**config.mk**
```make
export PLATFORM = sky130hd
export DESIGN_NAME = counter_sweep_ctrl
export DESIGN_NICKNAME = d
export VERILOG_FILES = /design/src/rtl/counter_sweep_ctrl.sv
export SDC_FILE = /design/constraint.sdc
export NUM_CORES = 1
export LEC_CHECK = 0
export ABC_AREA = 1
export CAP_MARGIN = 15
export CORE_MARGIN = 5
export CORE_UTILIZATION = 55
export CTS_BUF_LIST = sky130_fd_sc_hd__clkbuf_4 sky130_fd_sc_hd__clkbuf_8 sky130_fd_sc_hd__clkbuf_16
export DETAILED_ROUTE_END_ITERATION = 8
export PLACE_DENSITY = 0.81
export SLEW_MARGIN = 20
export SYNTH_ARGS = -nofsm -noshare
export SYNTH_HDL_FRONTEND = slang
export SYNTH_SLANG_ARGS = --single-unit
```
**constraint.sdc**
```tcl
create_clock -name clk -period 2.65 [get_ports clk]
set_input_delay 0.53 -clock clk [delete_from_list [all_inputs] [get_ports clk]]
set_output_delay 0.53 -clock clk [all_outputs]
set_load 0.1 [all_outputs]
```
**src/rtl/counter_sweep_ctrl.sv**
```systemverilog
// rtl/counter_sweep_ctrl.sv - bounded up/down counter sweep controller with pass count, hold and abort
module counter_sweep_ctrl #(
    parameter int WIDTH  = 10,
    parameter int PASS_W = 4
) (
    input  logic              clk,
    input  logic              rst,
    input  logic              start,
    input  logic [WIDTH-1:0]  lo,
    input  logic [WIDTH-1:0]  hi,
    input  logic [PASS_W-1:0] passes,
    input  logic              hold,
    input  logic              abort,
    output logic [WIDTH-1:0]  cnt,
    output logic              mode,
    output logic              busy,
    output logic              done,
    output logic              err,
    output logic [PASS_W-1:0] pass_left
);

    typedef enum logic [1:0] {
        IDLE = 2'd0,
        UP   = 2'd1,
        DOWN = 2'd2,
        DONE = 2'd3
    } state_t;

    state_t           state;
    logic [WIDTH-1:0] lo_q;
    logic [WIDTH-1:0] hi_q;

    // Bounds are compared before stepping, so cnt turns around at lo/hi and never wraps.
    always_ff @(posedge clk) begin
        if (rst) begin
            state     <= IDLE;
            cnt       <= '0;
            mode      <= 1'b0;
            busy      <= 1'b0;
            done      <= 1'b0;
            err       <= 1'b0;
            pass_left <= '0;
            lo_q      <= '0;
            hi_q      <= '0;
        end else begin
            done <= 1'b0;
            err  <= 1'b0;
            case (state)
                IDLE: begin
                    if (start) begin
                        if ((lo < hi) && (passes != '0)) begin
                            state     <= UP;
                            cnt       <= lo;
                            mode      <= 1'b1;
                            busy      <= 1'b1;
                            pass_left <= passes;
                            lo_q      <= lo;
                            hi_q      <= hi;
                        end else begin
                            err <= 1'b1;
                        end
                    end
                end
                UP: begin
                    if (abort) begin
                        state <= IDLE;
                        busy  <= 1'b0;
                    end else if (!hold) begin
                        if (cnt == hi_q) begin
                            state <= DOWN;
                            mode  <= 1'b0;
                            cnt   <= cnt - WIDTH'(1);
                        end else begin
                            cnt <= cnt + WIDTH'(1);
                        end
                    end
                end
                DOWN: begin
                    if (abort) begin
                        state <= IDLE;
                        busy  <= 1'b0;
                    end else if (!hold) begin
                        if (cnt != lo_q) begin
                            cnt <= cnt - WIDTH'(1);
                        end else if (pass_left > PASS_W'(1)) begin
                            state     <= UP;
                            mode      <= 1'b1;
                            cnt       <= cnt + WIDTH'(1);
                            pass_left <= pass_left - PASS_W'(1);
                        end else begin
                            state     <= DONE;
                            done      <= 1'b1;
                            busy      <= 1'b0;
                            pass_left <= '0;
                        end
                    end
                end
                DONE: begin
                    state <= IDLE;
                end
                default: begin
                    state <= IDLE;
                end
            endcase
        end
    end

endmodule
```
Word level (Yosys, flattened, before mapping)
Cells that the tools add are included.

storage, ports and cells
  register bits = 40
  bits of input ports = 29
  logic and storage cells = 96

operators by class
  $add $sub $neg = 3
  $lt $le $gt $ge = 2
  equality and inequality tests = 21
  mux-type cells = 45
  bitwise logic cells = 3
  reduce and logical (&&, ||, !) cells = 13

operators with widths
  operator                                                       number
  2-to-1 mux 10 bit                                              9
  case mux 10 bit (3 select lines)                               1
  2-to-1 mux 4 bit                                               6
  inequality test 2 bit, second input constant                   10
  2-to-1 mux 2 bit                                               9
  inequality test 3 bit, second input constant                   6
  2-to-1 mux 1 bit                                               16
  AND reduction 6 bit                                            2
  adder 10 x 1 -> 10 bit, second input constant                  1
  == test 10 bit                                                 1
  less-than comparator 10 bit                                    1
  inequality test 10 bit                                         1
  AND reduction 10 bit                                           1
  subtractor 10 x 1 -> 10 bit, second input constant             1
  case mux 2 bit (4 select lines)                                1
  case mux 4 bit (2 select lines)                                1
  AND reduction 8 bit                                            1
  AND reduction 7 bit                                            1
  case mux 1 bit (3 select lines)                                2
  OR reduction 5 bit                                             1
  == test 2 bit, second input constant                           2
  greater-than comparator 4 x 1 -> 1 bit, second input constant  1
  nonzero test 4 bit                                             1
  subtractor 4 x 1 -> 4 bit, second input constant               1
  8 further kinds                                                10

Longest topological paths before layout
Gate-level depths: netlist of the first run.

  depth after elaboration = 6
  depth in mapped cells = 15

Worst setup path after synthesis of the first run
Ideal clock, no wire load.

  kind = register -> register
  from = reg pass_left[0]
  to = reg cnt[9]
  arrival time = 2.344 ns
  slack = 0.174 ns
  cell stages (with the launch flop) = 11
  buffers on the path = 0
  clock period less this slack = 2.476 ns
  cells stage by stage = dfxtp_1 > inv_1 > ha_1 > o211ai_1 > nor2_1 > nand3_1 > nand2_2 > nor2_2 > inv_2 > nand2_1 > a21oi_1

between the ends
  longest elaborated chain between the ends = 3

ends and longest elaborated chain
  item                                    RTL line  text
  start, declared                         19        output logic [PASS_W-1:0] pass_left
  start signal, assigned                  56        pass_left <= passes;
  start signal, assigned                  89        pass_left <= pass_left - PASS_W'(1);
  greater-than comparator 4 x 1 -> 1 bit  85        end else if (pass_left > PASS_W'(1)) begin
  inequality test 3 bit (no source line)  --
  AND reduction 8 bit (no source line)    --
  end signal, assigned                    74        cnt <= cnt + WIDTH'(1);
  end signal, assigned                    84        cnt <= cnt - WIDTH'(1);
  end signal, assigned                    88        cnt <= cnt + WIDTH'(1);
  end, declared                           14        output logic [WIDTH-1:0] cnt,

No other way between the ends.
A chain may end at the register's enable or synchronous reset.

Final worst setup path of the first run
  from = in hi[5]
  to = reg cnt[2]

between the ends
  longest elaborated chain between the ends = 4

ends and longest elaborated chain
  item                                    RTL line  text
  start, declared                         10        input logic [WIDTH-1:0] hi,
  less-than comparator 10 bit             51        if ((lo < hi) && (passes != '0)) begin
  logical AND 1 bit                       51
  inequality test 2 bit (no source line)  --
  AND reduction 8 bit (no source line)    --
  end signal, assigned                    53        cnt <= lo;
  end signal, assigned                    72        cnt <= cnt - WIDTH'(1);
  end signal, assigned                    74

No other way between the ends.

==> results of run 1 <==
final timing paths:
check | to | slack (ns) | depth (start not counted)
worst max-delay path | cnt[2] | 0.27 | 15
worst min-delay path | busy | 0.46 | 2
worst max register to register | state[1] | 0.46 | 11
worst min register to register | busy | 0.46 | 2
per-stage QoR:
step | worst slack [ns] | setup TNS [ns]
6_report | 0.2725 | 0
5_1_grt | 0.1092 | 0
4_1_cts | 0.2832 | 0
3_5_place_dp | -0.002541 | -0.002541
3_3_place_gp | 0.07826 | 0
2_1_floorplan | 0.1742 | 0
cells by family (layout without fill, tap and decap cells):
logic type | count (synthesis) | count (layout) | synth area share
AOI/OAI and AO/OA | 77 | 77 | 0.1240
xor gates and xnor gates | 19 | 19 | 0.05121
adders and majority gates | 17 | 17 | 0.06546
buffers and inverters | 86 | 136 | 0.1221
DFF | 40 | 40 | 0.2464
and+or+nand+nor | 291 | 291 | 0.3908
critical path: cells and delay by family:
kind	cells	cell delay, ns
AO/OA/AOI/OAI	1	0.13
buffers and inverters	4	0.73
AND/OR/NAND/NOR	9	0.93
adder cells (fa/ha/maj)	1	0.29
flip-flops by register name, indices dropped and copies added (netlist names):
name and flops:
hi_q 10, busy 1, pass_left 4, state 2, err 1, done 1
cnt 10, lo_q 10, mode 1
synthesized netlist by cell type (4+ instances only):
cell      count
xor2_1        9
clkbuf_1      9
nor2_2        6
nor3_1        9
xnor2_1      10
nand4_1       4
dfxtp_1      40
o21ai_0      34
ha_1         17
buf_2         4
a21oi_1      34
buf_6         6
nand2_1     136
inv_2         6
nor2_1       59
nand3_1      63
inv_1        54
buf_4         5
power breakdown:
group | total, uW | switching [uW] | internal [uW]
sequential | 824 | 130 | 694
clock | 509 | 230 | 279
combinational | 1800 | 1240 | 554
total | 3130 | 1600 | 1530
layout make-up:
cell class              count  area (um2)  share of cell area
inverters                  62       237.7             0.06157
repair buffers             66       565.5              0.1465
flip-flops and latches     40       800.8              0.2074
clock buffers               5       68.82             0.01782
multi-input cells         404        2052              0.5314
clock inverters             3       42.54             0.01102
well taps                  75       93.84             0.02430
routing by layer:
metal | vias to the layer above | track usage
li1 | 1794 | -
met1 | 1594 | 0.3345
met2 | 186 | 0.4327
met3 | 26 | 0.05109
met4 | 0 | 0.1119
met5 | - | 0
==> results by group, run 1 <==
Run status
  • Status: completed

GRT
  • GR Util All Layers: 0.2632
  • GRT Residual Overflow: 0
  • Via count of the first global-routing pass: 3390
  • First-pass GRT wire length: 15740 um
  • Antenna violations before repair: 0
  • Largest net degree at the start of global routing: 32

Setup path
  • Critical path fanouts, max: 8
  • Largest stage delay, worst path: 0.45 ns
  • Critical Path RT: 2.88 ns
  • Worst EP arrival: 2.61 ns
  • Crit start category: primary input
  • Crit. End Element: register
  • Reg-to-Reg Start: cnt[7]
  • Most used cell, CP: nand2_1
  • CP startpoint: hi[5]
  • Cell chain of the critical path: clkdlybuf4s50_1 -> inv_1 -> ha_1 -> nand2_1 -> inv_1 -> nand2_1 -> nand2_1 -> nand2_1 -> nand3_1 -> nand2_1 -> nand3_2 -> buf_4 -> nor3_1 -> nand2_1 -> a21oi_1
  • CP Class: primary input to register
  • CP max-delay cell: clkdlybuf4s50_1

Routing
  • Vias: 3600
  • DRC viols: 0
  • Final wirelength: 9628 um
  • Drt via density: 5.496
  • Met3 WL: 820 um
  • WL met1: 4157 um
  • Initial DRC Count: 334
  • Max layer used: met4
  • Met2 routed WL: 4378 um
  • Average wire per cell in the routed design: 14.70 um
  • Post-DRT Antenna Nets: 0
  • Drt pass-1 iters: 6

Layout
  • Final Cell Area: 3861 um2
  • Final design utilization: 0.6639
  • Diode count: 0
  • Share of layout cells above drive strength 1: 0.1259
  • Most common cell after layout, fill and taps aside: nand2_1
  • Most frequent cells in the layout: nand2_1 (136), nand3_1 (63), nor2_1 (59), inv_1 (54), dfxtp_1 (40)
  • Layout net count: 625
  • Area Overhead vs Synth: 18.83%
  • Final non-filler cell total: 655
  • Number of fill cells: 562

Timing
  • Final Max Tran Viols: 0
  • Worst Tran Pin Value: 0.6485 ns
  • Final Hold Violating Endpoints: 0
  • Setup-failing EPs final: 0
  • Worst Skew: 0.009684 ns
  • Slew margin rel.: 0.5676
  • WHS: 0.4645 ns
  • Fin crit share: 0.8972
  • Unrepaired setup endpoints after global routing: no
  • FMAX: 420.6 MHz
  • Tmin final: 2.377 ns

Yosys
  • Syn Inst Count: 530
  • Synth area leaders: dfxtp_1 (25%), nand2_1 (16%), nand3_1 (9.7%)
  • Sequential area share after synthesis: 0.2464
  • Top_reg_cell synth: dfxtp_1
  • Syn. warnings: 0
  • Post-synth ARST share: 0
  • Post-synth top area cell: dfxtp_1
  • Avg Cell Area, Syn: 6.131 um2
  • Yosys top cell area share: 0.2464
  • Synth Cell Area: 3249 um2
  • #FFs+latches synth: 40
  • Synth unique cells: 32
  • Post-synth EDFFs: 0
  • Total nets after synthesis: 576

Power
  • Worst VDD drop: 0.0004783 V
  • PD cells: 810.3 nW/um2
  • Pwr Total: 3129 uW
  • Leakage: 0.001841 uW

Clocking
  • Clock sink count: 40
  • Max clock buf depth: 2
  • TritonCTS Buffers: 5
  • Hold_buf cts: 0
  • TritonCTS clock tree: done
  • Worst-Skew Late Latency: 0.30 ns
  • Post CTS Setup Buffer Count: 0
  • Root Driver: clkbuf_8
  • Htree depth: 2
  • Post-cts sizing count: 0
  • Reg clk slew, reported paths: 0.09 ns

Place
  • Detail Placement HPWL: 7319 um
  • Area of placed instances: 3750 um2
  • PortBufs: 46
  • Final Wtd Congestion: 0.9910
  • DP Cell Count: 647

Run
  • MaxCap Viol Count: 0

Die
  • Die Area: 7546 um2
  • Die Y: 86.87 um
  • Row count: 28
  • DIE WIDTH: 86.87 um
  • Starting Density: 0.5587
  • Io pins: 47
  • Core area: 5816 um2

Worst hold path
  • HP Class: register to register
  • Hold Crit Start: busy
(Power assumes the default switching activity.)
==> run 2: changes to the inputs <==
Settings changed: CAP_MARGIN 15 to unset.
==> results of run 2 <==
Same layout as run 1: the final DEF is identical, and so are final timing and power.
==> variant: new RTL, config.mk and constraints of run 1 <==
The 4 states of `state_t` get a one-hot encoding in 4 bits.
--- a/src/rtl/counter_sweep_ctrl.sv
+++ b/src/rtl/counter_sweep_ctrl.sv
@@ -20,9 +20,9 @@
 );
 
-    typedef enum logic [1:0] {
-        IDLE = 2'd0,
-        UP   = 2'd1,
-        DOWN = 2'd2,
-        DONE = 2'd3
+    typedef enum logic [3:0] {
+        IDLE = 4'b0001,
+        UP   = 4'b0010,
+        DOWN = 4'b0100,
+        DONE = 4'b1000
     } state_t;
 
Behaviour: same outputs for any inputs over 4 cycles, from zero or initial values and one cycle with rst high; so few cycles prove little.
==> variant against run 1 <==
Setup slack worse by 0.035 ns. Routed wire length shrank 9.0%. Final area is 0.36% higher. Count of clock-buffer cells in the layout increased by 1. Utilization up 0.24 points. Total power is 52% higher. Synthesized area about the same. Sequential cell count rose by 2.
==> variant: results (changes against run 1) <==
\begin{tabular}{lr}
\hline
Metric & Value \\
\hline
\multicolumn{2}{l}{\textbf{Final layout}} \\
\quad Layout fillers & 554 (was 562) \\
\quad Proportion of layout cells with a drive suffix above 1 & 11.9\% (was 12.6\%) \\
\quad Final net count & 622 (was 625) \\
\multicolumn{2}{l}{\textbf{Timing}} \\
\quad Transition time at the pin with the least slew margin & 0.582 ns (was 0.649 ns) \\
\quad Slack of the critical path & 0.238 ns (was 0.273 ns) \\
\multicolumn{2}{l}{\textbf{Global route}} \\
\quad Total routing usage reported by global routing & 24.2\% (was 26.3\%) \\
\quad Number of global-route vias before repair & 3151 (was 3390) \\
\quad Wire length of the first global-routing pass & 14700 µm (was 15700 µm) \\
\quad Largest net degree at the start of global routing & 41 (was 32) \\
\multicolumn{2}{l}{\textbf{Drt}} \\
\quad Wirelength, routed & 8760 µm (was 9630 µm) \\
\quad Starting DRT DRC Count & 387 (was 334) \\
\multicolumn{2}{l}{\textbf{Run status}} \\
\quad Outcome & finished clean (unchanged) \\
\multicolumn{2}{l}{\textbf{Power}} \\
\quad Net Sw Frac & 54.2\% (was 51.2\%) \\
\quad Static Leakage & 1.95 nW (was 1.84 nW) \\
\quad Power in combinational cells & 0.00304 W (was 0.00180 W) \\
\quad Max IR drop VDD & 0.867 mV (was 0.478 mV) \\
\quad Sequential group power & 0.00108 W (was 0.000824 W) \\
\multicolumn{2}{l}{\textbf{Setup path}} \\
\quad Setup slack of the most critical reg-to-reg path & 0.54 ns (was 0.46 ns) \\
\quad Maximum cell stage delay along the critical path & 0.50 ns (was 0.45 ns) \\
\multicolumn{2}{l}{\textbf{Synth}} \\
\quad Cell variety after synth & 30 (was 32) \\
\quad Commonest cells post-synth & sky130\_fd\_sc\_hd\_\_nand2\_1 (145), sky130\_fd\_sc\_hd\_\_inv\_1 (68), sky130\_fd\_sc\_hd\_\_nor2\_1 (54) (was sky130\_fd\_sc\_hd\_\_nand2\_1 (136), sky130\_fd\_sc\_hd\_\_nand3\_1 (63), sky130\_fd\_sc\_hd\_\_nor2\_1 (59)) \\
\quad Sequential share of the synthesized area & 25.9\% (was 24.6\%) \\
\quad Ranking of synthesized cells by area & sky130\_fd\_sc\_hd\_\_dfxtp\_1 (26\%), sky130\_fd\_sc\_hd\_\_nand2\_1 (17\%), sky130\_fd\_sc\_hd\_\_inv\_1 (7.9\%), sky130\_fd\_sc\_hd\_\_nand3\_1 (7.5\%), sky130\_fd\_sc\_hd\_\_nor2\_1 (6.2\%) (was sky130\_fd\_sc\_hd\_\_dfxtp\_1 (25\%), sky130\_fd\_sc\_hd\_\_nand2\_1 (16\%), sky130\_fd\_sc\_hd\_\_nand3\_1 (9.7\%), sky130\_fd\_sc\_hd\_\_nor2\_1 (6.8\%), sky130\_fd\_sc\_hd\_\_ha\_1 (6.5\%)) \\
\quad Net count after synthesis & 580 (was 576) \\
\multicolumn{2}{l}{\textbf{Placed design}} \\
\quad Final weighted congestion in routability-driven placement & 0.857 (was 0.991) \\
\quad Detailed placer's ending HPWL & 6690 µm (was 7320 µm) \\
\hline
\end{tabular}
## variant: worst min path at each step
| stage | slack, ns | endpoint | from | cells after the start |
|---|---|---|---|---|
| 2_1_floorplan | 0.51 | state[2] | state[2] | 2 |
| 3_3_place_gp | 0.49 | mode | mode | 2 |
| 3_5_place_dp | 0.49 | mode | mode | 2 |
| 4_1_cts | 0.50 | mode | mode | 2 |
| 5_1_grt | 0.52 | mode | mode | 2 |
| 6_report | 0.50 | mode | mode | 2 |
## variant: final cells by class
cell class / instances / share of cell area, %
Multi-Input combinational cell: 394 / 51.5
Sequential cell: 42 / 21.7
Timing Repair Buffer: 55 / 12.8
Inverter: 82 / 7.94
Tap cell: 75 / 2.42
Clock buffer: 6 / 2.13
Clock inverter: 2 / 1.55
## variant: per-stage QoR
stage               std cells  area [µm²]  TNS (ns)  utilization (%)  power (W)
floorplan                 538        3250         0                -    0.00342
global placement          648        3730         0             64.2    0.00398
detailed placement        648        3730    -0.301             64.2    0.00407
CTS                       656        3870         0             66.6    0.00471
global route              656        3870         0             66.6    0.00511
finish                    656        3870         0             66.6    0.00474
## variant: cell families (layout without fill, tap and decap cells)
logic type	after synthesis	after routing	synth area share, %
xor gates and xnor gates	18	18	4.85
AOI/OAI and AO/OA	83	83	13.0
DFF	42	42	25.9
buffers and inverters	102	145	13.0
adders and majority gates	13	13	5.00
and+or+nand+nor	280	280	38.3
## variant: metal layers
layer | share of wire [%] | up-vias | global-route usage, %
met5 | 0 | - | 0
met4 | 1.5 | 0 | 6.94
met3 | 7.4 | 15 | 3.88
met2 | 47 | 154 | 38.9
met1 | 44 | 1566 | 33.5
li1 | - | 1787 | -
